<file path="config.mk">
export PLATFORM = sky130hd
export DESIGN_NAME = brick_scan_controller
export DESIGN_NICKNAME = d
export VERILOG_FILES = /design/src/rtl/breakout_pkg.sv /design/src/rtl/brick_overlap.sv /design/src/rtl/brick_scan_controller.sv
export SDC_FILE = /design/constraint.sdc
export NUM_CORES = 1
export LEC_CHECK = 0
export BUFFER_PORTS_ARGS = -buffer_cell sky130_fd_sc_hd__buf_2
export CORE_MARGIN = 3
export CORE_UTILIZATION = 40
export DETAILED_ROUTE_END_ITERATION = 7
export GPL_TIMING_DRIVEN = 0
export PLACE_DENSITY_LB_ADDON = 0.08
export SLEW_MARGIN = 25
export SYNTH_ARGS = -nofsm -noshare
export SYNTH_HDL_FRONTEND = slang
export SYNTH_SLANG_ARGS = --single-unit
</file>
<file path="constraint.sdc">
create_clock -name clk -period 4.7 [get_ports clk]
set_input_delay 0.94 -clock clk [delete_from_list [all_inputs] [get_ports clk]]
set_output_delay 0.94 -clock clk [all_outputs]
set_load 0.02 [all_outputs]
</file>
<file path="src/rtl/breakout_pkg.sv">
// Breakout grid geometry and brick-scan FSM encoding, shared by the scan
// controller, the block controller and the renderer.
package breakout_pkg;

  localparam int unsigned ROWS    = 5;
  localparam int unsigned COLS    = 12;
  localparam int unsigned LEFT_X  = 250;
  localparam int unsigned TOP_Y   = 35;
  localparam int unsigned BRICK_W = 45;
  localparam int unsigned BRICK_H = 25;
  localparam int unsigned BALL_R  = 5;
  localparam int unsigned NBRICKS = ROWS * COLS;

  typedef enum logic [1:0] {
    StIdle,
    StScan,
    StDone
  } scan_state_e;

  // Pixel x of the left edge of brick column col.
  function automatic logic [10:0] brick_x(input logic [3:0] col);
    return 11'(LEFT_X) + 11'(col) * 11'(BRICK_W);
  endfunction

  // Pixel y of the top edge of brick row row.
  function automatic logic [10:0] brick_y(input logic [2:0] row);
    return 11'(TOP_Y) + 11'(row) * 11'(BRICK_H);
  endfunction

endpackage

</file>
<file path="src/rtl/brick_overlap.sv">
// Combinational ball-vs-brick box test. All terms are compared additively in
// 11 bits so nothing can underflow near the screen origin.
module brick_overlap
  import breakout_pkg::*;
(
  input  logic [9:0]  ball_x_i,
  input  logic [9:0]  ball_y_i,
  input  logic [10:0] bx_i,
  input  logic [10:0] by_i,
  output logic        overlap_o
);

  logic [10:0] ball_x_w;
  logic [10:0] ball_y_w;

  assign ball_x_w = {1'b0, ball_x_i};
  assign ball_y_w = {1'b0, ball_y_i};

  // Inclusive overlap of the ball's box with the brick's box.
  always_comb begin
    overlap_o = (ball_x_w + 11'(BALL_R) >= bx_i) &&
                (ball_x_w <= bx_i + 11'(BRICK_W + BALL_R)) &&
                (ball_y_w + 11'(BALL_R) >= by_i) &&
                (ball_y_w <= by_i + 11'(BRICK_H + BALL_R));
  end

endmodule

</file>
<file path="src/rtl/brick_scan_controller.sv">
// Brick grid owner for breakout: keeps the live map and count, and on
// scan_start walks all bricks one per clock testing them against the ball.
// Optional feature macro: MULTI_HIT_EN (defined: every overlapping brick in a
// scan is destroyed; undefined: the first hit ends the scan).
module brick_scan_controller
  import breakout_pkg::*;
(
  input  logic       clk,
  input  logic       rst,
  input  logic       scan_start,
  input  logic [9:0] ball_x,
  input  logic [9:0] ball_y,
  input  logic       clear_grid,
  input  logic [2:0] qry_row,
  input  logic [3:0] qry_col,
  output logic       qry_hit,
  output logic       busy,
  output logic       hit_valid,
  output logic [2:0] hit_row,
  output logic [3:0] hit_col,
  output logic       scan_done,
  output logic       bounce_y,
  output logic [5:0] bricks_left,
  output logic       all_cleared
);

  scan_state_e        state_q, state_d;
  logic [2:0]         row_q, row_d;
  logic [3:0]         col_q, col_d;
  logic [9:0]         ball_x_q, ball_x_d;
  logic [9:0]         ball_y_q, ball_y_d;
  logic [NBRICKS-1:0] live_q, live_d;
  logic [5:0]         left_q, left_d;
  logic               hit_valid_q, hit_valid_d;
  logic [2:0]         hit_row_q, hit_row_d;
  logic [3:0]         hit_col_q, hit_col_d;
  logic               any_hit_q, any_hit_d;

  logic [5:0] brick_idx;
  logic       overlap_w;
  logic       hit_w;
  logic       last_w;
  logic       end_scan_w;
  logic [6:0] qry_idx;

  assign brick_idx = 6'(row_q) * 6'(COLS) + 6'(col_q);
  assign last_w    = (row_q == 3'(ROWS - 1)) && (col_q == 4'(COLS - 1));

  brick_overlap u_overlap (
    .ball_x_i  (ball_x_q),
    .ball_y_i  (ball_y_q),
    .bx_i      (brick_x(col_q)),
    .by_i      (brick_y(row_q)),
    .overlap_o (overlap_w)
  );

  assign hit_w = (state_q == StScan) && overlap_w && live_q[brick_idx];

`ifdef MULTI_HIT_EN
  assign end_scan_w = last_w;
`else
  assign end_scan_w = last_w || hit_w;
`endif

  // Next-state for the FSM, scan counters, live map and hit reporting.
  always_comb begin
    state_d     = state_q;
    row_d       = row_q;
    col_d       = col_q;
    ball_x_d    = ball_x_q;
    ball_y_d    = ball_y_q;
    live_d      = live_q;
    left_d      = left_q;
    hit_valid_d = 1'b0;
    hit_row_d   = hit_row_q;
    hit_col_d   = hit_col_q;
    any_hit_d   = any_hit_q;

    if (clear_grid) begin
      // Clear outranks everything, including a hit found this cycle.
      state_d   = StIdle;
      row_d     = '0;
      col_d     = '0;
      live_d    = '1;
      left_d    = 6'(NBRICKS);
      any_hit_d = 1'b0;
    end else begin
      unique case (state_q)
        StIdle: begin
          if (scan_start) begin
            state_d   = StScan;
            row_d     = '0;
            col_d     = '0;
            ball_x_d  = ball_x;
            ball_y_d  = ball_y;
            any_hit_d = 1'b0;
          end
        end
        StScan: begin
          if (hit_w) begin
            live_d[brick_idx] = 1'b0;
            left_d            = left_q - 6'd1;
            hit_valid_d       = 1'b1;
            hit_row_d         = row_q;
            hit_col_d         = col_q;
            any_hit_d         = 1'b1;
          end
          if (end_scan_w) begin
            state_d = StDone;
          end else if (col_q == 4'(COLS - 1)) begin
            col_d = '0;
            row_d = row_q + 3'd1;
          end else begin
            col_d = col_q + 4'd1;
          end
        end
        StDone:  state_d = StIdle;
        default: state_d = StIdle;
      endcase
    end
  end

  // State and datapath registers; reset restores a full grid.
  always_ff @(posedge clk or posedge rst) begin
    if (rst) begin
      state_q     <= StIdle;
      row_q       <= '0;
      col_q       <= '0;
      ball_x_q    <= '0;
      ball_y_q    <= '0;
      live_q      <= '1;
      left_q      <= 6'(NBRICKS);
      hit_valid_q <= 1'b0;
      hit_row_q   <= '0;
      hit_col_q   <= '0;
      any_hit_q   <= 1'b0;
    end else begin
      state_q     <= state_d;
      row_q       <= row_d;
      col_q       <= col_d;
      ball_x_q    <= ball_x_d;
      ball_y_q    <= ball_y_d;
      live_q      <= live_d;
      left_q      <= left_d;
      hit_valid_q <= hit_valid_d;
      hit_row_q   <= hit_row_d;
      hit_col_q   <= hit_col_d;
      any_hit_q   <= any_hit_d;
    end
  end

  assign qry_idx = 7'(qry_row) * 7'(COLS) + 7'(qry_col);

  // Output decode; a clear in the DONE cycle suppresses the completion pulses.
  always_comb begin
    busy        = (state_q != StIdle);
    scan_done   = (state_q == StDone) && !clear_grid;
    bounce_y    = scan_done && any_hit_q;
    hit_valid   = hit_valid_q;
    hit_row     = hit_row_q;
    hit_col     = hit_col_q;
    bricks_left = left_q;
    all_cleared = (left_q == 6'd0);
    // Out-of-range queries read as destroyed so the renderer draws nothing.
    if ((qry_row >= 3'(ROWS)) || (qry_col >= 4'(COLS))) begin
      qry_hit = 1'b1;
    end else begin
      qry_hit = !live_q[qry_idx[5:0]];
    end
  end

endmodule

</file>
Yosys cells after proc, flatten, opt, wreduce, memory -nomap -nowiden
Index checks and enable logic that the tools add are counted.

Register bits after elaboration: 104. Bits in latches: 0. Memory bits (writable): 0. Memory bits (read-only): 0. Input bits: 31. Output and inout port bits: 19. Memories kept: 0.

Add/subtract/negate cells: 11. Multiply operators: 4. Div/mod/pow operators: 0. $lt $le $gt $ge: 9. Eq/ne operators: 9. Shift-type cells: 0. Multiplexer cells: 34. Bitwise logic cells: 3. Reductions and logical operators: 26.

Operator list (count): $mux 60 (3); $and 60x60->60 (1); $not 60->60 (1); $add 10x3->11 const B (2); $le 10x11->1 (2); $mux 6 (3); $mux 4 (4); $lt 6x7->1 const B (2); $add 6x4->6 (2); $bmux 1 s6 (2); $mux 3 (4); $ne 3x3->1 const B (4); $reduce_and 3->1 (4); $add 11x6->11 const B (1); $add 8x10->11 const A (1); $ge 11x11->1 (1); $ge 11x9->1 (1); $add 9x5->10 const B (1); $mul 4x6->10 const B (1); $mux 1 (10); $add 6x8->9 const A (1); $logic_and 1x1->1 (9); $mul 3x2->4 const B (2); $mul 3x5->8 const B (1); 26 further kinds (33).

Longest topological paths before layout
Gate-level depths: netlist of run 1.

Depth in word-level cells: 13. Gate-level depth with buffers: 23. Depth with buffers taken out: 21.

By module
From an unflattened synthesis of run 1, not the netlist that was laid out.

Cell total of the unflattened synthesis: 819. Area total of the unflattened synthesis: 8206.6 um^2.

Modules (own cells, without submodules): brick_scan_controller (times used 1, cells an instance 608, area an instance 6642.6 um^2, sequential area each 2682.6 um^2); brick_overlap (times used 1, cells an instance 211, area an instance 1564.0 um^2, sequential area each 0.0 um^2).

Worst setup path after synthesis of run 1
No wires, ideal clock.

Path kind: register to register. From: reg col_q[3]. To: reg col_q[2]. Setup time: 0.136 ns. Arrival time: 4.831 ns. Data required time: 4.564 ns. Path slack: -0.268 ns. Stages on the path, launching flop included: 22. Period minus slack after synthesis: 4.968 ns. Cells stage by stage: dfrtp_1 > inv_1 > ha_1 > fa_1 > ha_1 > inv_1 > fa_1 > and2b_1 > o22ai_1 > xnor2_1 > inv_1 > ha_1 > nand4_1 > or3_1 > a31oi_1 > o211ai_1 > nor4_2 > and2_4 > buf_8 > buf_6 > mux2i_1 > a32oi_1.

Longest elaborated chain between the ends: 12. Elaborated cells on any way between the ends: 22.

Ends and longest elaborated chain: start, declared (RTL line brick_scan_controller.sv:29) `logic [3:0] col_q, col_d;`; start signal, assigned (RTL line brick_scan_controller.sv:140) `col_q <= col_d;`; $mul 4x6->10 (RTL line breakout_pkg.sv:22) `return 11'(LEFT_X) + 11'(col) * 11'(BRICK_W);`; $add 8x10->11 (RTL line breakout_pkg.sv:22); $add 11x6->11 (RTL line brick_overlap.sv:22) `(ball_x_w <= bx_i + 11'(BRICK_W + BALL_R)) &&`; $le 10x11->1 (RTL line brick_overlap.sv:22); $logic_and 1x1->1 (RTL line brick_overlap.sv:21) `overlap_o = (ball_x_w + 11'(BALL_R) >= bx_i) &&`; $logic_and 1x1->1 (RTL line brick_overlap.sv:22); $logic_and 1x1->1 (RTL line brick_overlap.sv:23) `(ball_y_w + 11'(BALL_R) >= by_i) &&`; $logic_and 1x1->1 (2 in series) (RTL line brick_scan_controller.sv:57) `assign hit_w = (state_q == StScan) && overlap_w && live_q[brick_idx];`; $logic_or 1x1->1 (RTL line brick_scan_controller.sv:62) `assign end_scan_w = last_w || hit_w;`; $ne 3x3->1 (no line); $reduce_and 3->1 (no line).

Several ways; a longest one is shown, not always the timed one. The select of a mux whose other input is x is not followed. A chain may end at the register's enable or synchronous reset.

Worst setup path after layout of run 1
Same ends and word-level chain as after synthesis.

==> qor.yml, run 1 <==
run_status:
  status: "finished with violations"
  violations: "setup timing"
floorplan:
  fp.dieH_um: 148
  placementRows: 51
  dieArea_mm2: 0.0219
  io_pins: 50
  die_w_um: 148
  core-area_mm2: 0.0197
  start_util_pct: 41.0
timing:
  setup-violations-final: 77
  relSlewSlack_pct: 44.0
  fin_tns_setup_ns: -8.61
  hold_viol_final: 0
  finClkSkew_ns: 0.0119
  rsz0062_at_grt: "yes"
  timing.final.ws_setup_ns: -0.175
  final_max_slew_viol_count: 0
  fin_crit_sh_pct: 104
  fmax_mhz: 205
  tightest_slew_ns: 0.838
  period_minus_slack_ns: 4.87
final_layout:
  antenna_cells: 0
  final_cell_count_no_fill: 1122
  nets: 978
  final_cell_mix: "ha_1 (73), dfstp_2 (64), buf_2 (55), o22a_1 (54)"
  final_common_cell: "ha_1"
  synthToLayoutAreaGrowth_pct: 21.5
  drive_gt1_share_pct: 36.2
  finalCoreUtilization_pct: 49.9
logic_synthesis:
  yosys_register_bits: 104
  yosysTopAreaCell: "dfstp_2"
  yosysTopAreaCellShare_pct: 20.8
  synthCells: 752
  synthFlopType: "dfstp_2"
  synth-async-reset-ratio_pct: 100
  synth.area.top_cells: "dfstp_2 (21%), ha_1 (13%), dfrtp_1 (12%)"
  yosysWarnings: 0
  synth_area_mm2: 0.00807
  syn_area_per_cell_um2: 10.7
  synth_seq_area_share_pct: 33.3
  syn_nets: 878
  synth_cell_types: 72
  synth-edff-count: 0
drt:
  wirelength_mm: 22.5
  drt_iter0_markers: 480
  ant_nets: 0
  vias_per_cell: 5.78
  routed-via-count: 6487
  wl_per_cell_um: 20.1
  drc: 0
  first_pass_iters: 5
worst_setup_path:
  path_class: "register to register"
  rrSetupSlack_ns: -0.17
  crit_path_start: "col_q[3]"
  worstRegToRegCells: 20
  arrival_ns: 5.10
  rr_startpoint: "col_q[3]"
  critPathLaunchType: "register"
  end_kind: "register"
  worstPathMaxFanout: 6
  reg2reg_to: "col_q[2]"
  crit_required_ns: 4.92
clocking:
  cts_tree: "built"
  cts-root-buf: "clkbuf_16"
  numClockSinks: 104
  hold_buffers: 0
  clk_pin_slew_ns: 0.07
  htreeDepth: 3
  cts_buffer_depth: 2
  worstSkewPairLatency_ns: 0.36
  numCtsBuffers: 9
hold_path:
  min_path_cells: 1
  holdCritStartpoint: "hit_col[3]"
  hold_path_end: "hit_col[3]"
  min_path_type: "register to register"
pwr:
  power.density_mw_per_mm2: 411
  p_int_mw: 2.38
  seqPwrFrac_pct: 26.8
  p_leak_nw: 3.83
  p_sw_share_pct: 40.8
  irDropWorstVdd_v: 0.000390
  pwr-share-comb_pct: 53.7
  p_sw_mw: 1.64
  clock_power_share_pct: 19.5
run:
  maxCapViolations: 0
grt:
  antenna_found_initial: 0
  grt_first_pass_wirelength_mm: 36.1
  grt_overflow_total: 0
  grt_pass1_vias: 6511
  grt_use_total_pct: 20.8
  grt_max_degree: 54
placed_design:
  routabilityCongestion: 0.888
  placed_cells: 1065
  post-place-ws_ns: -1.20
  hpwlAfterDp_mm: 16.7
  numPortBuffers: 47
## power by group through the flow
stage	clock [mW]	sequential (mW)	combinational (mW)
after global placement	0	1.09	1.66
after global routing	0.842	1.09	2.38
after floorplan	0	1.07	1.28
final	0.786	1.08	2.16
after CTS	0.808	1.08	2.03
after detailed placement	0	1.10	1.71
## state kept, by name (all words and copies together) (netlist names)
name         cells
ball_y_q        10
col_q            4
any_hit_q        1
hit_col          4
hit_row          3
ball_x_q        10
row_q            3
hit_valid        1
live_q          60
state_q          2
bricks_left      6
## stage by stage
step,hold slack (ns),area (um2),power (mW)
after detailed placement,0.494,8780,2.80
final,0.504,9800,4.03
after CTS,0.510,9630,3.91
after global routing,0.535,9800,4.31
after floorplan,0.452,8170,2.35
after global placement,0.484,8740,2.75
## per-layer routing
| layer | global-route usage [%] | routed length [um] | up-vias |
|---|---|---|---|
| li1 | - | - | 3030 |
| met1 | 30.5 | 10600 | 3255 |
| met2 | 32.4 | 10400 | 187 |
| met3 | 3.46 | 1200 | 15 |
| met4 | 5.13 | 263 | 0 |
| met5 | 0 | 0 | - |
## synth_stat cells (all sizes together), types with 3 or more instances
master	number
nor2b	11
xor2	15
o21ai	32
a21o	15
mux4	24
o311ai	3
a31oi	13
a22o	3
ha	84
nand4	14
a32oi	3
nand3b	6
nand3	23
mux2i	10
inv	38
a211oi	6
o22a	54
o22ai	6
fa	11
clkbuf	13
dfrtp	40
and2	6
buf	22
nand2b	8
mux2	29
a211o	3
dfstp	64
o211ai	4
nand2	38
xnor2	30
a21oi	20
or2	6
and3	5
nor3b	7
nor3	10
or3	3
nor2	33
o31ai	5
o21bai	5
o21a	6
## layout make-up
class,count,area (um2)
repair buffers,89,644
well taps,265,332
clock buffers,11,264
fillers,1822,9850
clock inverters,5,43.8
multi-input cells,575,5430
flip-flops and latches,104,2690
plain buffers,35,240
inverters,38,158
## cells by family (layout without fill, tap and decap cells)
| group | Yosys count | in the layout | synth area share (%) |
|---|---|---|---|
| compound gates | 193 | 193 | 17.7 |
| flops | 104 | 104 | 33.3 |
| xor+xnor | 45 | 45 | 4.89 |
| mux | 63 | 63 | 12.0 |
| fa+ha+maj | 95 | 95 | 15.8 |
| simple gates | 178 | 178 | 12.1 |
| buf+inv | 73 | 178 | 4.27 |
| other cells | 1 | 1 | 0.0465 |
## how the worst max path moves through the flow
stage / end / slack (ns) / cells after the start
after CTS: col_q[2] / -0.18 / 20
final: col_q[2] / -0.17 / 20
after detailed placement: col_q[2] / -1.20 / 21
after floorplan: col_q[2] / -0.03 / 22
after global placement: col_q[2] / -1.10 / 21
after global routing: col_q[0] / -0.34 / 23
## repair_timing
action,4_1_cts,5_1_grt
cloned,6,0
setup endpoints to repair,85,85
pin swaps,44,29
buffers inserted,29,9
resized for setup,58,27
## critical path, cell delays in order (launching register included)
cell      delay, ns
dfrtp_4        0.53
buf_6          0.15
ha_4           0.23
xor2_2         0.18
fa_1           0.51
ha_4           0.32
o21ai_4        0.06
or2_4          0.24
o311ai_4       0.29
inv_2          0.08
ha_4           0.28
nand4_1        0.07
or3_4          0.34
a31oi_4        0.22
o211ai_1       0.19
nor4_4         0.26
and2_4         0.22
buf_12         0.15
buf_8          0.13
mux2i_1        0.19
a32oi_1        0.11
Power figures use the tool's default switching activity.
==> run 2, diff against run 1 <==
==> constraint.sdc (replaced) <==
create_clock -name clk -period 4.7 [get_ports clk]
set_input_delay 0.235 -clock clk [delete_from_list [all_inputs] [get_ports clk]]
set_output_delay 0.235 -clock clk [all_outputs]
set_load 0.02 [all_outputs]
==> qor.yml, run 2 (synthesis results as in run 1) <==
worst_setup_path:
  rr_startpoint: "col_q[3]"
  rrSetupSlack_ns: -0.21  # -0.03 ns
  arrival_ns: 5.13  # +0.03 ns
  reg2reg_to: "col_q[2]"
  end_kind: "register"
  cpMostUsedCell: "ha_4"
  slowest_delay_ns: 0.53  # about the same
  cp_slowest_cell: "dfrtp_4"
  critPathLaunchType: "register"
  path_class: "register to register"
  cp_cell_sequence: "buf_6 -> ha_4 -> xor2_2 -> fa_1 -> ha_4 -> o21ai_4 -> or2_4 -> o311ai_4 -> inv_2 -> ha_4 -> nand4_1 -> or3_4 -> a31oi_4 -> o211ai_1 -> nor4_4 -> and2_4 -> buf_12 -> buf_8 -> mux2i_1 -> a32oi_1"
  worstRegToRegCells: 20  # unchanged
  worstPathMaxFanout: 6  # unchanged
  crit_required_ns: 4.92  # about the same
run:
  maxCapViolations: 0  # unchanged
clocking:
  htreeDepth: 3  # unchanged
  worstSkewPairLatency_ns: 0.36  # about the same
  cts-root-buf: "clkbuf_16"
  numCtsBuffers: 9  # unchanged
  numClockSinks: 104  # unchanged
  cts_tree: "built"
  cts_buffer_depth: 2  # unchanged
  clk_pin_slew_ns: 0.07  # about the same
floorplan:
  core-area_mm2: 0.0197  # unchanged
  placementRows: 51  # unchanged
  fp.dieH_um: 148  # unchanged
  io_pins: 50  # unchanged
  die_w_um: 148  # unchanged
  start_util_pct: 41.0  # unchanged
  dieArea_mm2: 0.0219  # unchanged
grt:
  grt_max_degree: 54  # unchanged
  grt_pass1_vias: 6520  # +0.14%
  grt_first_pass_wirelength_mm: 36.1  # about the same
  grt_overflow_total: 0  # unchanged
  antenna_found_initial: 0  # unchanged
  grt_use_total_pct: 20.8  # -0.044 points
final_layout:
  regMostFlops: "live_q"
  drive_gt1_share_pct: 35.5  # -0.70 points
  finalCoreUtilization_pct: 49.8  # -0.11 points
  nets: 978  # unchanged
  n_fill_cell: 1829  # +0.38%
  final_cell_count_no_fill: 1122  # unchanged
  antenna_cells: 0  # unchanged
  top_regs: "live_q (60), ball_x_q (10), ball_y_q (10)"
  largest_reg_flops: 60  # unchanged
  synthToLayoutAreaGrowth_pct: 21.3
  final_cell_mix: "ha_1 (75), dfstp_2 (64), buf_2 (54), o22a_1 (54), dfrtp_1 (37)"
  final_common_cell: "ha_1"
timing:
  rsz0062_at_grt: "yes"
  tightest_slew_ns: 0.839  # +0.00146 ns
  period_minus_slack_ns: 4.91  # +0.0347 ns
  setup-violations-final: 79  # +2.6%
  fmax_mhz: 204  # -0.71%
  fin_tns_setup_ns: -10.84  # -2.23 ns
  finClkSkew_ns: 0.0128  # +0.000946 ns
  hold_viol_final: 0  # unchanged
  timing.final.ws_setup_ns: -0.210  # -0.0347 ns
  final_max_slew_viol_count: 0  # unchanged
  fin_crit_sh_pct: 104  # +0.74 points
  relSlewSlack_pct: 43.9  # -0.098 points
drt:
  drt_iter0_markers: 459  # -4.4%
  maxUsedRoutingLayer: "met4"
  wl_per_cell_um: 20.1  # about the same
  first_pass_iters: 5  # unchanged
  routed-via-count: 6545  # +0.89%
  wirelength_mm: 22.5  # about the same
  met2WireLength_mm: 10.5  # +0.46%
  wl_met1_mm: 10.6  # -0.60%
  vias_per_cell: 5.83  # +0.89%
  dr_wl_met3_mm: 1.23  # +2.2%
  ant_nets: 0  # unchanged
  drc: 0  # unchanged
pwr:
  power_mw: 3.99  # -0.98%
  irDropWorstVdd_v: 0.000413  # +6.0%
  p_leak_nw: 3.83  # about the same
  power.density_mw_per_mm2: 408  # -0.75%
placed_design:
  placed_cells: 1065  # unchanged
  numPortBuffers: 47  # unchanged
  post-place-ws_ns: -1.20  # unchanged
  hpwlAfterDp_mm: 16.7  # unchanged
  routabilityCongestion: 0.888  # unchanged
hold_path:
  min_path_cells: 3  # +2
  holdCritStartpoint: "ball_y[0]"
  min_path_type: "input port to register"
  hold_path_end: "ball_y_q[0]"
run_status:
  status: "finished with violations"
  violations: "setup timing"
==> run 2: worst max path at each step <==
stage | startpoint | end
after floorplan | col_q[3] | col_q[2]
after global placement | col_q[3] | col_q[2]
after detailed placement | col_q[3] | col_q[2]
after CTS | col_q[3] | col_q[2]
after global routing | col_q[3] | col_q[2]
final | col_q[3] | col_q[2]
==> run 2: through the flow <==
stage          hold slack (ns)  instance area [um2]
2_1_floorplan            0.352                 8170
3_3_place_gp             0.450                 8740
3_5_place_dp             0.322                 8780
4_1_cts                 0.0743                 9650
5_1_grt                 0.0939                 9780
6_report                0.0818                 9780
==> run 2: worst max-delay path, delay by kind of cell, from the launching register on <==
kind	cells	cell delay, ns
AOI/OAI and AO/OA	5	0.86
xor gates and xnor gates	1	0.15
adders and majority gates	4	1.37
buffers and inverters	4	0.50
DFF	1	0.53
muxes	1	0.19
and+or+nand+nor	5	1.17
==> run 2: metal layers <==
metal | track usage [%] | up-vias
li1 | - | 3029
met1 | 30.4 | 3292
met2 | 32.2 | 208
met3 | 3.56 | 16
met4 | 5.17 | 0
met5 | 0 | -
==> run 2: repair_timing <==
item / 4_1_cts / 5_1_grt
cloned: 5 / 0
setup buffers: 34 / 7
resized for setup: 57 / 17
setup endpoints to repair: 84 / 84
hold buffers: 1 / 0
pin swaps: 42 / 18
hold endpoints to repair: 10 / 0
==> run 2: area by class of cell <==
class / instances / area, um2 / area share, %
Sequential cell: 104 / 2690 / 27.5
Clock inverter: 5 / 43.8 / 0.448
Clock buffer: 11 / 264 / 2.70
Timing Repair Buffer: 89 / 663 / 6.78
Buffer: 35 / 240 / 2.46
Tap cell: 265 / 332 / 3.39
Multi-Input combinational cell: 575 / 5390 / 55.1
Inverter: 38 / 158 / 1.61
==> run 2: report_power, final <==
group	internal [mW]	leakage [nW]	total (mW)	switching [mW]
Sequential	0.970	1.18	1.08	0.109
Clock	0.415	0.151	0.787	0.371
Combinational	0.978	2.50	2.12	1.14
==> run 3, diff against run 2 <==
--- a/config.mk
+++ b/config.mk
@@ -10,7 +10,7 @@
 export CORE_UTILIZATION = 40
 export DETAILED_ROUTE_END_ITERATION = 7
 export GPL_TIMING_DRIVEN = 0
-export PLACE_DENSITY_LB_ADDON = 0.08
+export PLACE_DENSITY = 0.7
 export SLEW_MARGIN = 25
 export SYNTH_ARGS = -nofsm -noshare
 export SYNTH_HDL_FRONTEND = slang
==> qor.yml, run 3 (synthesis results as in run 1) <==
worst_setup_path:
  reg2reg_to: "live_q[3]"
  critPathLaunchType: "register"
  worstPathMaxFanout: 10  # +4
  rr_startpoint: "col_q[3]"
  rrSetupSlack_ns: -0.26  # -0.05 ns
  path_class: "register to register"
  end_kind: "register"
  arrival_ns: 5.24  # +0.11 ns
  worstRegToRegCells: 20  # unchanged
  crit_required_ns: 4.98  # +0.06 ns
timing:
  relSlewSlack_pct: 38.6  # -5.4 points
  final_max_slew_viol_count: 0  # unchanged
  finClkSkew_ns: 0.00474  # -0.00809 ns
  timing.hold.ws_ns: 0.0961  # +0.0143 ns
  timing.final.ws_setup_ns: -0.256  # -0.0461 ns
  tightest_slew_ns: 0.922  # +0.0824 ns
  fmax_mhz: 202  # -0.93%
  period_minus_slack_ns: 4.96  # +0.0461 ns
  setup-violations-final: 81  # +2.5%
  fin_crit_sh_pct: 105  # +0.98 points
  rsz0062_at_grt: "yes"
  hold_viol_final: 0  # unchanged
final_layout:
  top_regs: "live_q (60), ball_x_q (10), ball_y_q (10)"
  post-route-cell-area_mm2: 0.00974  # -0.45%
  nets: 974  # -0.41%
  drive_gt1_share_pct: 35.1  # -0.42 points
  synthToLayoutAreaGrowth_pct: 20.7
  finalCoreUtilization_pct: 49.5  # -0.22 points
  final_common_cell: "ha_1"
  final_cell_mix: "ha_1 (75), dfstp_2 (64), buf_2 (54), o22a_1 (54), dfrtp_1 (37)"
  largest_reg_flops: 60  # unchanged
  regMostFlops: "live_q"
  antenna_cells: 0  # unchanged
placed_design:
  hpwlAfterDp_mm: 15.5  # -7.0%
  dpl-instance-area_mm2: 0.00877  # about the same
  numPortBuffers: 47  # unchanged
  routabilityCongestion: 0.929  # +4.7%
grt:
  grt_max_degree: 61  # +13%
  grt_overflow_total: 0  # unchanged
  grt_first_pass_wirelength_mm: 35.1  # -2.6%
  grt_pass1_vias: 6498  # -0.34%
  antenna_found_initial: 0  # unchanged
  grt_use_total_pct: 19.9  # -0.88 points
hold_path:
  min_path_cells: 3  # unchanged
  holdCritStartpoint: "ball_x[0]"
  min_path_type: "input port to register"
  hold_path_end: "ball_x_q[0]"
floorplan:
  fp.dieH_um: 148  # unchanged
  dieArea_mm2: 0.0219  # unchanged
  die_w_um: 148  # unchanged
  core-area_mm2: 0.0197  # unchanged
  placementRows: 51  # unchanged
  io_pins: 50  # unchanged
  start_util_pct: 41.0  # unchanged
run:
  maxCapViolations: 0  # unchanged
clocking:
  htreeDepth: 3  # unchanged
  cts_buffer_depth: 2  # unchanged
  numClockSinks: 104  # unchanged
  clk_pin_slew_ns: 0.07  # about the same
  worstSkewPairLatency_ns: 0.35  # about the same
  cts_tree: "built"
  numCtsBuffers: 9  # unchanged
  cts-root-buf: "clkbuf_16"
pwr:
  p_leak_nw: 3.78  # -1.3%
  power.density_mw_per_mm2: 409  # +0.38%
  power_mw: 3.98  # about the same
  irDropWorstVdd_v: 0.000196  # -53%
drt:
  wirelength_mm: 21.6  # -4.0%
  ant_nets: 0  # unchanged
  wl_per_cell_um: 19.4  # -3.7%
  routed-via-count: 6566  # +0.32%
  drt_iter0_markers: 572  # +25%
  first_pass_iters: 5  # unchanged
  drc: 0  # unchanged
  vias_per_cell: 5.87  # +0.68%
run_status:
  status: "finished with violations"
  violations: "setup timing"
-- run 3: changes by cell type in the layout (fill, tap and decap cells not counted), moves of 2 or more --
cell / change
inv_8: -2
xnor2_1: -2
buf_6: -2
nand3_1: -2
buf_4: -2
xnor2_2: +2
nand3_2: +2
clkbuf_1: +2
-- run 3: metal layers --
metal	global-route usage [%]	vias to the layer above	share of wire, %	wire length, um
met4	7.67	0	3.2	696
met5	0	-	0	0
met3	2.27	51	4.8	1050
met1	28.0	3319	44	9610
met2	31.7	190	48	10300
li1	-	3006	-	-
-- run 3: stage by stage --
step / cells / setup slack, ns / TNS [ns]
final: 1118 / -0.256 / -15.41
after global routing: 1118 / -0.443 / -30.39
after CTS: 1108 / -0.185 / -9.50
after detailed placement: 1065 / -1.09 / -81.37
after global placement: 1064 / -1.11 / -82.02
after floorplan: 752 / -0.0326 / -0.0326
-- run 3: power by group --
group / switching [mW] / leakage, nW / internal (mW)
clock network: 0.349 / 0.138 / 0.414
registers: 0.114 / 1.18 / 0.970
logic: 1.15 / 2.46 / 0.985
-- run 3: worst max-delay path, stage by stage (launching register included) --
cell	delay (ns)
dfrtp_4	0.55
buf_12	0.16
ha_4	0.27
xor2_2	0.15
fa_1	0.48
ha_4	0.30
o21ai_2	0.06
or2_4	0.25
o311ai_4	0.28
inv_2	0.09
ha_4	0.28
nand4_1	0.08
or3_4	0.40
a31oi_4	0.22
o211ai_1	0.20
nor4_4	0.24
and2_4	0.24
buf_4	0.12
nand3_4	0.12
buf_6	0.20
o22a_1	0.18
-- run 3: worst max-delay path by stage --
stage | startpoint | endpoint | slack (ns)
after floorplan | col_q[3] | col_q[2] | -0.03
after global placement | col_q[3] | col_q[2] | -1.11
after detailed placement | col_q[3] | col_q[2] | -1.09
after CTS | col_q[3] | col_q[2] | -0.18
after global routing | col_q[3] | live_q[0] | -0.44
final | col_q[3] | live_q[3] | -0.26
-- run 3: cell type report --
| class | count | area (um2) |
|---|---|---|
| fill | 1794 | 9920 |
| clock inverter | 5 | 55.1 |
| buffer | 35 | 235 |
| sequential | 104 | 2690 |
| clock buffer | 11 | 233 |
| timing repair buffer | 85 | 634 |
| multi-input combinational | 575 | 5400 |
| tap | 265 | 332 |
| inverter | 38 | 158 |
-- run 3: what timing repair did --
| item | CTS | global route |
|---|---|---|
| hold buffers | 1 | 0 |
| cloned | 3 | 0 |
| setup buffers | 23 | 13 |
| pin swaps | 36 | 17 |
| gates resized for setup | 51 | 18 |
| hold endpoints to repair | 35 | 0 |
| setup endpoints to repair | 84 | 84 |
